## config.mk

```make
export PLATFORM = sky130hd
export DESIGN_NAME = riscv_core_mem_arbiter_flat
export DESIGN_NICKNAME = d
export VERILOG_FILES = /design/src/rtl/riscv_core_mem_arbiter_if.sv /design/src/rtl/riscv_core_mem_arbiter.sv /design/src/flat_wrapper.sv
export SDC_FILE = /design/constraint.sdc
export NUM_CORES = 1
export LEC_CHECK = 0
export ABC_AREA = 1
export BUFFER_PORTS_ARGS = -buffer_cell sky130_fd_sc_hd__buf_2
export CORE_AREA = 2 2 483 485
export CTS_BUF_LIST = sky130_fd_sc_hd__clkbuf_4
export DETAILED_ROUTE_END_ITERATION = 10
export DIE_AREA = 0 0 485 487
export SYNTH_ARGS = -nofsm -noshare
export SYNTH_HDL_FRONTEND = slang
export SYNTH_SLANG_ARGS = --single-unit
```

## constraint.sdc

```tcl
create_clock -name i_clk -period 1.7 [get_ports i_clk]
set_clock_uncertainty 0.2 [all_clocks]
set_input_delay 0.255 -clock i_clk [delete_from_list [all_inputs] [get_ports i_clk]]
set_output_delay 0.255 -clock i_clk [all_outputs]
set_load 0.05 [all_outputs]
```

## src/rtl/riscv_core_mem_arbiter_if.sv

```systemverilog
// Cache-side and memory-side signal bundle for the memory port arbiter.
// master: the arbiter's view. slave: the caches/AXI bridge view.
interface riscv_core_mem_arbiter_if #(
  parameter int unsigned ADDR_WIDTH      = 64,
  parameter int unsigned CORE_DATA_WIDTH = 64,
  parameter int unsigned AXI_DATA_WIDTH  = 256
);
  localparam int unsigned STRB_WIDTH = 8;

  // icache refill path
  logic                       i_ic_read_req;
  logic [ADDR_WIDTH-1:0]      i_ic_read_address;
  logic                       o_ic_read_done;
  logic [AXI_DATA_WIDTH-1:0]  o_ic_block;

  // dcache refill path
  logic                       i_dc_read_req;
  logic [ADDR_WIDTH-1:0]      i_dc_read_address;
  logic                       o_dc_read_done;
  logic [AXI_DATA_WIDTH-1:0]  o_dc_block;

  // dcache write-through store path
  logic                       i_dc_write_valid;
  logic [ADDR_WIDTH-1:0]      i_dc_write_address;
  logic [CORE_DATA_WIDTH-1:0] i_dc_write_data;
  logic [STRB_WIDTH-1:0]      i_dc_write_strobe;
  logic                       o_dc_write_done;

  // AXI bridge side
  logic                       o_mem_read_req;
  logic [ADDR_WIDTH-1:0]      o_mem_read_address;
  logic                       i_mem_read_done;
  logic [AXI_DATA_WIDTH-1:0]  i_mem_block;
  logic                       o_mem_write_valid;
  logic [ADDR_WIDTH-1:0]      o_mem_write_address;
  logic [CORE_DATA_WIDTH-1:0] o_mem_write_data;
  logic [STRB_WIDTH-1:0]      o_mem_write_strobe;
  logic                       i_mem_write_done;

  modport master (
    input  i_ic_read_req, i_ic_read_address,
    output o_ic_read_done, o_ic_block,
    input  i_dc_read_req, i_dc_read_address,
    output o_dc_read_done, o_dc_block,
    input  i_dc_write_valid, i_dc_write_address, i_dc_write_data, i_dc_write_strobe,
    output o_dc_write_done,
    output o_mem_read_req, o_mem_read_address,
    input  i_mem_read_done, i_mem_block,
    output o_mem_write_valid, o_mem_write_address, o_mem_write_data, o_mem_write_strobe,
    input  i_mem_write_done
  );

  modport slave (
    output i_ic_read_req, i_ic_read_address,
    input  o_ic_read_done, o_ic_block,
    output i_dc_read_req, i_dc_read_address,
    input  o_dc_read_done, o_dc_block,
    output i_dc_write_valid, i_dc_write_address, i_dc_write_data, i_dc_write_strobe,
    input  o_dc_write_done,
    input  o_mem_read_req, o_mem_read_address,
    output i_mem_read_done, i_mem_block,
    input  o_mem_write_valid, o_mem_write_address, o_mem_write_data, o_mem_write_strobe,
    output i_mem_write_done
  );
endinterface

```

## src/rtl/riscv_core_mem_arbiter.sv

```systemverilog
// Shares one AXI memory port between icache refills, dcache refills and
// dcache write-through stores. One transaction in flight; stores win,
// refills alternate, and a burst limiter bounds how long a refill waits.
module riscv_core_mem_arbiter #(
  parameter int unsigned ADDR_WIDTH      = 64,
  parameter int unsigned CORE_DATA_WIDTH = 64,
  parameter int unsigned AXI_DATA_WIDTH  = 256,
  parameter int unsigned WRITE_BURST_MAX = 4
) (
  input  logic                      i_clk,
  input  logic                      i_rst,
  riscv_core_mem_arbiter_if.master  bus
);

  localparam int unsigned STRB_WIDTH = 8;
  localparam int unsigned CNT_W      = 4;
  localparam logic [CNT_W-1:0] CNT_SAT   = '1;
  localparam logic [CNT_W-1:0] BURST_LIM = CNT_W'(WRITE_BURST_MAX);
  localparam logic LAST_IC = 1'b0;
  localparam logic LAST_DC = 1'b1;

  typedef enum logic [2:0] {
    S_IDLE    = 3'd0,
    S_WRITE   = 3'd1,
    S_READ_IC = 3'd2,
    S_READ_DC = 3'd3,
    S_GAP     = 3'd4
  } state_t;

  state_t                     r_state;
  state_t                     w_state_nxt;
  logic [CNT_W-1:0]           r_burst_cnt;
  logic [CNT_W-1:0]           w_burst_cnt_nxt;
  logic                       r_last_read;
  logic                       w_last_read_nxt;

  logic                       w_rd_pend;
  logic                       w_grant_wr;
  logic                       w_grant_ic;
  logic                       w_grant_dc;
  logic                       w_wr_done;
  logic                       w_ic_done;
  logic                       w_dc_done;

  logic                       r_mem_read_req;
  logic [ADDR_WIDTH-1:0]      r_mem_read_address;
  logic                       r_mem_write_valid;
  logic [ADDR_WIDTH-1:0]      r_mem_write_address;
  logic [CORE_DATA_WIDTH-1:0] r_mem_write_data;
  logic [STRB_WIDTH-1:0]      r_mem_write_strobe;
  logic [AXI_DATA_WIDTH-1:0]  r_ic_block;
  logic [AXI_DATA_WIDTH-1:0]  r_dc_block;

  assign w_rd_pend = bus.i_ic_read_req | bus.i_dc_read_req;

  // State, round-robin pointer and burst counter registers.
  always_ff @(posedge i_clk) begin
    if (i_rst) begin
      r_state     <= S_IDLE;
      r_burst_cnt <= '0;
      r_last_read <= LAST_IC;
    end else begin
      r_state     <= w_state_nxt;
      r_burst_cnt <= w_burst_cnt_nxt;
      r_last_read <= w_last_read_nxt;
    end
  end

  // Arbitration, completion detection and next-state selection.
  always_comb begin
    w_state_nxt     = r_state;
    w_burst_cnt_nxt = r_burst_cnt;
    w_last_read_nxt = r_last_read;
    w_grant_wr      = 1'b0;
    w_grant_ic      = 1'b0;
    w_grant_dc      = 1'b0;
    w_wr_done       = 1'b0;
    w_ic_done       = 1'b0;
    w_dc_done       = 1'b0;
    unique case (r_state)
      S_IDLE: begin
        if (bus.i_dc_write_valid && ((r_burst_cnt < BURST_LIM) || !w_rd_pend)) begin
          w_grant_wr      = 1'b1;
          w_state_nxt     = S_WRITE;
          w_burst_cnt_nxt = (r_burst_cnt == CNT_SAT) ? r_burst_cnt : r_burst_cnt + CNT_W'(1);
        end else if (w_rd_pend) begin
          // icache wins only when alone or when the dcache was served last
          if (bus.i_ic_read_req && (!bus.i_dc_read_req || (r_last_read == LAST_DC))) begin
            w_grant_ic  = 1'b1;
            w_state_nxt = S_READ_IC;
          end else begin
            w_grant_dc  = 1'b1;
            w_state_nxt = S_READ_DC;
          end
          w_burst_cnt_nxt = '0;
        end else begin
          w_burst_cnt_nxt = '0;
        end
      end
      S_WRITE: begin
        if (bus.i_mem_write_done && !i_rst) begin
          w_wr_done   = 1'b1;
          w_state_nxt = S_GAP;
        end
      end
      S_READ_IC: begin
        if (bus.i_mem_read_done && !i_rst) begin
          w_ic_done       = 1'b1;
          w_last_read_nxt = LAST_IC;
          w_state_nxt     = S_GAP;
        end
      end
      S_READ_DC: begin
        if (bus.i_mem_read_done && !i_rst) begin
          w_dc_done       = 1'b1;
          w_last_read_nxt = LAST_DC;
          w_state_nxt     = S_GAP;
        end
      end
      S_GAP: begin
        w_state_nxt = S_IDLE;
      end
      default: begin
        w_state_nxt = S_IDLE;
      end
    endcase
  end

  // Memory request registers: captured on grant, held until completion.
  always_ff @(posedge i_clk) begin
    if (i_rst) begin
      r_mem_read_req      <= 1'b0;
      r_mem_read_address  <= '0;
      r_mem_write_valid   <= 1'b0;
      r_mem_write_address <= '0;
      r_mem_write_data    <= '0;
      r_mem_write_strobe  <= '0;
    end else begin
      if (w_grant_wr) begin
        r_mem_write_valid   <= 1'b1;
        r_mem_write_address <= bus.i_dc_write_address;
        r_mem_write_data    <= bus.i_dc_write_data;
        r_mem_write_strobe  <= bus.i_dc_write_strobe;
      end else if (w_wr_done) begin
        r_mem_write_valid   <= 1'b0;
      end
      if (w_grant_ic) begin
        r_mem_read_req     <= 1'b1;
        r_mem_read_address <= bus.i_ic_read_address;
      end else if (w_grant_dc) begin
        r_mem_read_req     <= 1'b1;
        r_mem_read_address <= bus.i_dc_read_address;
      end else if (w_ic_done || w_dc_done) begin
        r_mem_read_req     <= 1'b0;
      end
    end
  end

  // Refill block holding registers so each cache sees its last block.
  always_ff @(posedge i_clk) begin
    if (i_rst) begin
      r_ic_block <= '0;
      r_dc_block <= '0;
    end else begin
      if (w_ic_done) r_ic_block <= bus.i_mem_block;
      if (w_dc_done) r_dc_block <= bus.i_mem_block;
    end
  end

  assign bus.o_mem_read_req      = r_mem_read_req;
  assign bus.o_mem_read_address  = r_mem_read_address;
  assign bus.o_mem_write_valid   = r_mem_write_valid;
  assign bus.o_mem_write_address = r_mem_write_address;
  assign bus.o_mem_write_data    = r_mem_write_data;
  assign bus.o_mem_write_strobe  = r_mem_write_strobe;

  // Completion pulses and refill data pass straight through in the done cycle.
  assign bus.o_dc_write_done = w_wr_done;
  assign bus.o_ic_read_done  = w_ic_done;
  assign bus.o_dc_read_done  = w_dc_done;
  assign bus.o_ic_block      = w_ic_done ? bus.i_mem_block : r_ic_block;
  assign bus.o_dc_block      = w_dc_done ? bus.i_mem_block : r_dc_block;

endmodule
```

## src/flat_wrapper.sv

```systemverilog
// flat-port wrapper written by rule: the top's interface ports become plain ports
module riscv_core_mem_arbiter_flat 
#(
  parameter int unsigned ADDR_WIDTH      = 64,
  parameter int unsigned CORE_DATA_WIDTH = 64,
  parameter int unsigned AXI_DATA_WIDTH  = 256,
  parameter int unsigned WRITE_BURST_MAX = 4
)
  (i_clk, i_rst, bus_i_ic_read_req, bus_i_ic_read_address, bus_o_ic_read_done, bus_o_ic_block, bus_i_dc_read_req, bus_i_dc_read_address, bus_o_dc_read_done, bus_o_dc_block, bus_i_dc_write_valid, bus_i_dc_write_address, bus_i_dc_write_data, bus_i_dc_write_strobe, bus_o_dc_write_done, bus_o_mem_read_req, bus_o_mem_read_address, bus_i_mem_read_done, bus_i_mem_block, bus_o_mem_write_valid, bus_o_mem_write_address, bus_o_mem_write_data, bus_o_mem_write_strobe, bus_i_mem_write_done);
  riscv_core_mem_arbiter_if #(.ADDR_WIDTH(ADDR_WIDTH), .CORE_DATA_WIDTH(CORE_DATA_WIDTH), .AXI_DATA_WIDTH(AXI_DATA_WIDTH)) bus_i ();
  input  logic i_clk;
  input  logic i_rst;
  input wire logic [$bits(bus_i.i_ic_read_req)-1:0] bus_i_ic_read_req;
  input wire logic [$bits(bus_i.i_ic_read_address)-1:0] bus_i_ic_read_address;
  output wire logic [$bits(bus_i.o_ic_read_done)-1:0] bus_o_ic_read_done;
  output wire logic [$bits(bus_i.o_ic_block)-1:0] bus_o_ic_block;
  input wire logic [$bits(bus_i.i_dc_read_req)-1:0] bus_i_dc_read_req;
  input wire logic [$bits(bus_i.i_dc_read_address)-1:0] bus_i_dc_read_address;
  output wire logic [$bits(bus_i.o_dc_read_done)-1:0] bus_o_dc_read_done;
  output wire logic [$bits(bus_i.o_dc_block)-1:0] bus_o_dc_block;
  input wire logic [$bits(bus_i.i_dc_write_valid)-1:0] bus_i_dc_write_valid;
  input wire logic [$bits(bus_i.i_dc_write_address)-1:0] bus_i_dc_write_address;
  input wire logic [$bits(bus_i.i_dc_write_data)-1:0] bus_i_dc_write_data;
  input wire logic [$bits(bus_i.i_dc_write_strobe)-1:0] bus_i_dc_write_strobe;
  output wire logic [$bits(bus_i.o_dc_write_done)-1:0] bus_o_dc_write_done;
  output wire logic [$bits(bus_i.o_mem_read_req)-1:0] bus_o_mem_read_req;
  output wire logic [$bits(bus_i.o_mem_read_address)-1:0] bus_o_mem_read_address;
  input wire logic [$bits(bus_i.i_mem_read_done)-1:0] bus_i_mem_read_done;
  input wire logic [$bits(bus_i.i_mem_block)-1:0] bus_i_mem_block;
  output wire logic [$bits(bus_i.o_mem_write_valid)-1:0] bus_o_mem_write_valid;
  output wire logic [$bits(bus_i.o_mem_write_address)-1:0] bus_o_mem_write_address;
  output wire logic [$bits(bus_i.o_mem_write_data)-1:0] bus_o_mem_write_data;
  output wire logic [$bits(bus_i.o_mem_write_strobe)-1:0] bus_o_mem_write_strobe;
  input wire logic [$bits(bus_i.i_mem_write_done)-1:0] bus_i_mem_write_done;
  assign bus_i.i_ic_read_req = bus_i_ic_read_req;
  assign bus_i.i_ic_read_address = bus_i_ic_read_address;
  assign bus_o_ic_read_done = bus_i.o_ic_read_done;
  assign bus_o_ic_block = bus_i.o_ic_block;
  assign bus_i.i_dc_read_req = bus_i_dc_read_req;
  assign bus_i.i_dc_read_address = bus_i_dc_read_address;
  assign bus_o_dc_read_done = bus_i.o_dc_read_done;
  assign bus_o_dc_block = bus_i.o_dc_block;
  assign bus_i.i_dc_write_valid = bus_i_dc_write_valid;
  assign bus_i.i_dc_write_address = bus_i_dc_write_address;
  assign bus_i.i_dc_write_data = bus_i_dc_write_data;
  assign bus_i.i_dc_write_strobe = bus_i_dc_write_strobe;
  assign bus_o_dc_write_done = bus_i.o_dc_write_done;
  assign bus_o_mem_read_req = bus_i.o_mem_read_req;
  assign bus_o_mem_read_address = bus_i.o_mem_read_address;
  assign bus_i.i_mem_read_done = bus_i_mem_read_done;
  assign bus_i.i_mem_block = bus_i_mem_block;
  assign bus_o_mem_write_valid = bus_i.o_mem_write_valid;
  assign bus_o_mem_write_address = bus_i.o_mem_write_address;
  assign bus_o_mem_write_data = bus_i.o_mem_write_data;
  assign bus_o_mem_write_strobe = bus_i.o_mem_write_strobe;
  assign bus_i.i_mem_write_done = bus_i_mem_write_done;
  riscv_core_mem_arbiter #(.ADDR_WIDTH(ADDR_WIDTH), .CORE_DATA_WIDTH(CORE_DATA_WIDTH), .AXI_DATA_WIDTH(AXI_DATA_WIDTH), .WRITE_BURST_MAX(WRITE_BURST_MAX)) u_core (.i_clk(i_clk), .i_rst(i_rst), .bus(bus_i));
endmodule
```

# Word-level counts from Yosys, hierarchy flattened
# Cells that the tools add are included.
# word_totals
reg_bits	722
out_inout_bits	717
wordCells	78
# classes
muxes	35
n_bitwise	1
magnitude_cmp	1
n_reduce_logical	19
add_sub_neg	1
eq_ne	10
# ops
op	n
$mux W256	2
$mux W64	2
$mux W1	23
$mux W3	4
$pmux W3 S3	1
$mux W4	2
$ne A2 B1 Y1 const B	4
$eq A3 B2 Y1 const B	2
$reduce_and A3 Y1	2
$reduce_bool A2 Y1	3
$add A4 B1 Y4 const B	1
$eq A4 B4 Y1 const B	1
$logic_and A1 B1 Y1	4
$lt A4 B3 Y1 const B	1
$eq A3 B1 Y1 const B	1
$logic_not A1 Y1	3
$logic_not A3 Y1	1
$logic_or A1 B1 Y1	3
$ne A3 B1 Y1 const B	1
$reduce_bool A3 Y1	1
$ne A2 B2 Y1 const B	1
$pmux W1 S2	1
$reduce_and A2 Y1	1
$reduce_or A2 Y1	1
$or A1 B1 Y1	1

# Depth between registers and ports, before layout
# logic_depth
depth_word	9
ltp_mapped	11
depth_no_buf	9

# Worst setup path after synthesis
# No wires, ideal clock.
# synth_path
kind	in2out
from	input port i_rst
to	output port bus_o_ic_block[247]
cell_stages	10
slack_ns	-0.448
t_required_ns	1.245
arrival_ns	1.693
path_cell_list	buf_4 inv_2 nand2_2 inv_2 nand3_4 inv_4 buf_2 or2_2 o21ai_0 inv_1
# synth_via
elab_chain_len	5
# synth_rtl
element	line_no	text
start: declaration	flat_wrapper.sv:12	input logic i_rst;
$logic_not A1 Y1	riscv_core_mem_arbiter.sv:107	if (bus.i_mem_read_done && !i_rst) begin
$logic_and A1 B1 Y1	riscv_core_mem_arbiter.sv:107	
$mux W1	riscv_core_mem_arbiter.sv:107	
$mux W1	riscv_core_mem_arbiter.sv:80	unique case (r_state)
via bus_o_ic_read_done	flat_wrapper.sv:15	output wire logic [$bits(bus_i.o_ic_read_done)-1:0] bus_o_ic_read_done;
$mux W256	--	
end: declaration	flat_wrapper.sv:16	output wire logic [$bits(bus_i.o_ic_block)-1:0] bus_o_ic_block;
# The timed path passes the listed nets, and every way through them passes these cells.

# Final worst setup path
# layout_path
from	input port i_rst
to	output port bus_o_dc_block[236]
# layout_via
elab_chain_len	5
# layout_rtl
element	line_no	text
$logic_not A1 Y1	riscv_core_mem_arbiter.sv:114	if (bus.i_mem_read_done && !i_rst) begin
$logic_and A1 B1 Y1	riscv_core_mem_arbiter.sv:114	
$mux W1	riscv_core_mem_arbiter.sv:114	
$mux W1	riscv_core_mem_arbiter.sv:80	
$mux W256	--	
end: declaration	flat_wrapper.sv:20	output wire logic [$bits(bus_i.o_dc_block)-1:0] bus_o_dc_block;
# Every way passes these cells.

==> summary.txt <==
CTS
  • Clock-pin slew on the worst setup and hold paths: 0.06 ns
  • Clock buffer depth: 3
  • Skew-Pair Late Insertion Delay: around 1.2 ns
  • Total CTS buffers: 213
  • Hold Buf Count CTS: 605
  • Max H-tree Level: 4
  • Clock Sinks: 722
  • CTS root buf: clkbuf_4
  • CTS tree: yes

Worst setup path
  • Required @ worst endpoint: between 1 and 1.5 ns
  • Worst reg2reg path depth: 9
  • Worst setup SP type: primary input
  • Worst R2R End: u_core.bus.o_mem_write_address[1]$_SDFFE_PP0P_
  • Crit path DAT: about 3.1 ns
  • Reg2reg setup slack: -0.46 ns
  • Max FO, Critical Path: 12
  • FF-to-FF Start: u_core.r_state[0]$_SDFFE_PP0P_
  • CP Capture Type: output port
  • CP Class: primary input to output port

Outcome
  • Status: finished, violations left
  • Failing checks: hold timing, setup timing

Drt
  • Vias per inst: 3.76
  • Residual DRC: 0
  • Post-route ant nets: 0
  • Drt first pass iters: 5
  • Wire per inst: ~20 um
  • Post-Route WL: approximately 190 mm
  • Total number of vias: approximately 36000
  • DRT iter0 DRCs: just over 2000

Final layout
  • Leading cell type in the layout, fill and taps excluded: buf_2
  • Final instance area: 0.0594 mm^2
  • Commonest non-fill, non-tap cells in the layout: buf_2, nor2_1, dfxtp_1, dlygate4sd3_1, buf_4
  • Final core occ: 0.256
  • Share of cells above drive strength 1: 0.483
  • Synth-to-layout area growth: 98.1%
  • Nets@finish: ~6900

Logic synthesis
  • Main combinational cell family by area after synthesis: simple AND/OR/NAND/NOR gates
  • Yosys reg bits: about 720
  • Synthesized area per cell: 7.35 um^2
  • Syn Std Cell Area: roughly 0.030 mm^2
  • Distinct cells, synth: 29
  • Mapped Nets: around 4600
  • Synth Area in Compound Gates: 0.123
  • Mux share of post-synthesis cell area: 0
  • Post-synthesis cell count: 4077
  • Post-Synth XOR/XNOR Area: 0.000292
  • Area share of fa/ha/maj cells after synthesis: 0.000418
  • Simple-Gate Fraction of Synth Area: 0.254
  • Sequential cell area fraction in the yosys report: 0.482
  • Synth warnings: 0

Floorplanning
  • Starting density of the core: 0.129
  • Core box area: between 0.2 and 0.25 mm^2
  • Chip width: roughly 490 um
  • Die area: between 0.2 and 0.25 mm^2
  • Row count: roughly 180
  • Die height: between 400 and 500 um
  • # IOs: around 1200

Global route
  • Largest net degree at the start of global routing: 177
  • First-pass GRT wire length: between 200 and 300 mm
  • Gr ovfl total: 0
  • Vias in the first global route: 35400
  • Initial antenna violation count: 38
  • Total GRT Usage: 0.147

Hold path
  • WHS Path Cells: 3
  • Worst hold endpoint: u_core.r_dc_block[118]$_SDFF_PP0_
  • Hold path start: bus_i_mem_block[118]
  • Hold WC Path Type: primary input to register

Timing
  • Slew @ Worst Pin: 1.14 ns
  • Max Fclk: between 200 and 300 MHz
  • Relative slew slack: 0.241
  • Period minus WS final: between 3 and 4 ns
  • Final WS setup: -1.88 ns
  • RSZ-0062 raised after global routing: true
  • Final Cycle Share: 2.10
  • # setup viols final: 1437
  • Total negative slack: -1252.53 ns
  • Min Hold Slack: -0.829 ns
  • Pins Over Slew Limit: 0
  • Hold Vio Cnt, Final: a little over 500

Placed design
  • GPL Wtd Cong: approximately 0.88
  • Area post-placement: 0.0480 mm^2
  • Detailed-placement wirelength estimate: around 130 mm
  • Pre-CTS setup slack: -0.821 ns
  • Port buffer count: 1243

Power
  • Leakage power: approximately 0.03 uW
  • Pwr per Cell Area: approximately 1100 mW/mm^2
  • VDD IR-drop max: around 0.8 mV

Run
  • Max-cap viol count: 0
stage by stage:
step | power, uW | hold WS [ns] | cells
floorplan | 35500 | 0.190 | 4077
global placement | 45900 | 0.254 | 8536
detailed placement | 45900 | 0.258 | 8536
CTS | 64800 | -1.11 | 9518
global route | 67900 | -1.07 | 9566
finish | 64700 | -0.829 | 9571
Yosys cell counts (all sizes together):
| cell | instances | area, um^2 |
|---|---|---|
| clkbuf | 134 | 510 |
| ha | 1 | 12.5 |
| nand3 | 9 | 80.1 |
| dfxtp | 722 | 14500 |
| a211oi | 1 | 7.51 |
| a21oi | 73 | 365 |
| nor3b | 1 | 7.51 |
| o21ai | 649 | 3300 |
| nor3 | 3 | 26.3 |
| inv | 721 | 2710 |
| buf | 114 | 993 |
| or2 | 512 | 3200 |
| nor2 | 795 | 3000 |
| xor2 | 1 | 8.76 |
| nand2 | 341 | 1280 |
where the power goes:
part	internal, uW	total (uW)	switching [uW]
combinational	9100	27900	18800
sequential	18900	19900	960
clock	8350	16900	8530
total	36300	64700	28300
repair_timing:
action,4_1_cts,5_1_grt
setup buffers,1,16
setup endpoints to repair,1412,1439
pin swaps,2,6
resized for setup,287,247
hold endpoints to repair,722,513
gates cloned,5,17
cell type report:
cell class / instances / area (um^2)
multi-input cells: 2386 / 14200
fillers: 24500 / 172000
inverters: 721 / 3690
clock buffers: 299 / 2240
diodes: 20 / 50.0
repair inverters: 2 / 41.3
well taps: 3043 / 3810
flip-flops and latches: 722 / 14500
repair buffers: 2306 / 20500
clock inverters: 72 / 423
worst max-delay path by stage:
stage                                        start             endpoint  slack (ns)  depth (start not counted)
floorplan                                    i_rst  bus_o_ic_block[247]       -0.19                          9
global placement                             i_rst  bus_o_ic_block[199]       -0.79                         13
detailed placement                           i_rst  bus_o_ic_block[198]       -0.82                         13
CTS                 u_core.r_state[1]$_SDFFE_PP0P_  bus_o_dc_block[242]       -1.95                          9
global route        u_core.r_state[1]$_SDFFE_PP0P_  bus_o_ic_block[166]       -2.03                         10
finish                                       i_rst  bus_o_dc_block[236]       -1.88                         15
per-layer routing:
layer,routed length (um),GRT usage,vias to the layer above,share of wire
met1,77100,0.178,16800,0.41
met3,12900,0.0375,388,0.069
li1,-,-,17000,-
met5,73,0,-,0.00039
met2,88500,0.246,1716,0.47
met4,8260,0.0636,10,0.044
registers in the layout (all words and copies together), names as in the netlist:
name,count
u_core.r_dc_block,256
u_core.bus.o_mem_read_address,64
u_core.bus.o_mem_write_address,64
u_core.bus.o_mem_write_valid,1
u_core.r_state,3
u_core.bus.o_mem_write_strobe,8
u_core.bus.o_mem_read_req,1
u_core.r_last_read,1
u_core.r_burst_cnt,4
u_core.bus.o_mem_write_data,64
u_core.r_ic_block,256
kinds of logic (layout without fill, tap and decap cells):
group | count (synthesis) | count (layout)
AND/OR/NAND/NOR | 1661 | 1661
buffers and inverters | 969 | 3400
AO/OA/AOI/OAI | 723 | 723
flip-flops | 722 | 722
adder cells (fa/ha/maj) | 1 | 1
XOR/XNOR | 1 | 1
other | 0 | 20
worst max-delay path, stage by stage:
cell           delay [ns]
buf_8                0.07
dlygate4sd3_1        0.65
inv_6                0.05
nand2_2              0.06
dlygate4sd3_1        0.57
inv_2                0.07
nand3_4              0.07
buf_12               0.18
clkinv_16            0.09
buf_16               0.17
buf_16               0.19
or2_2                0.28
o21ai_2              0.10
inv_4                0.03
buf_4                0.18
No activity file was read; power rests on OpenSTA's default activity.
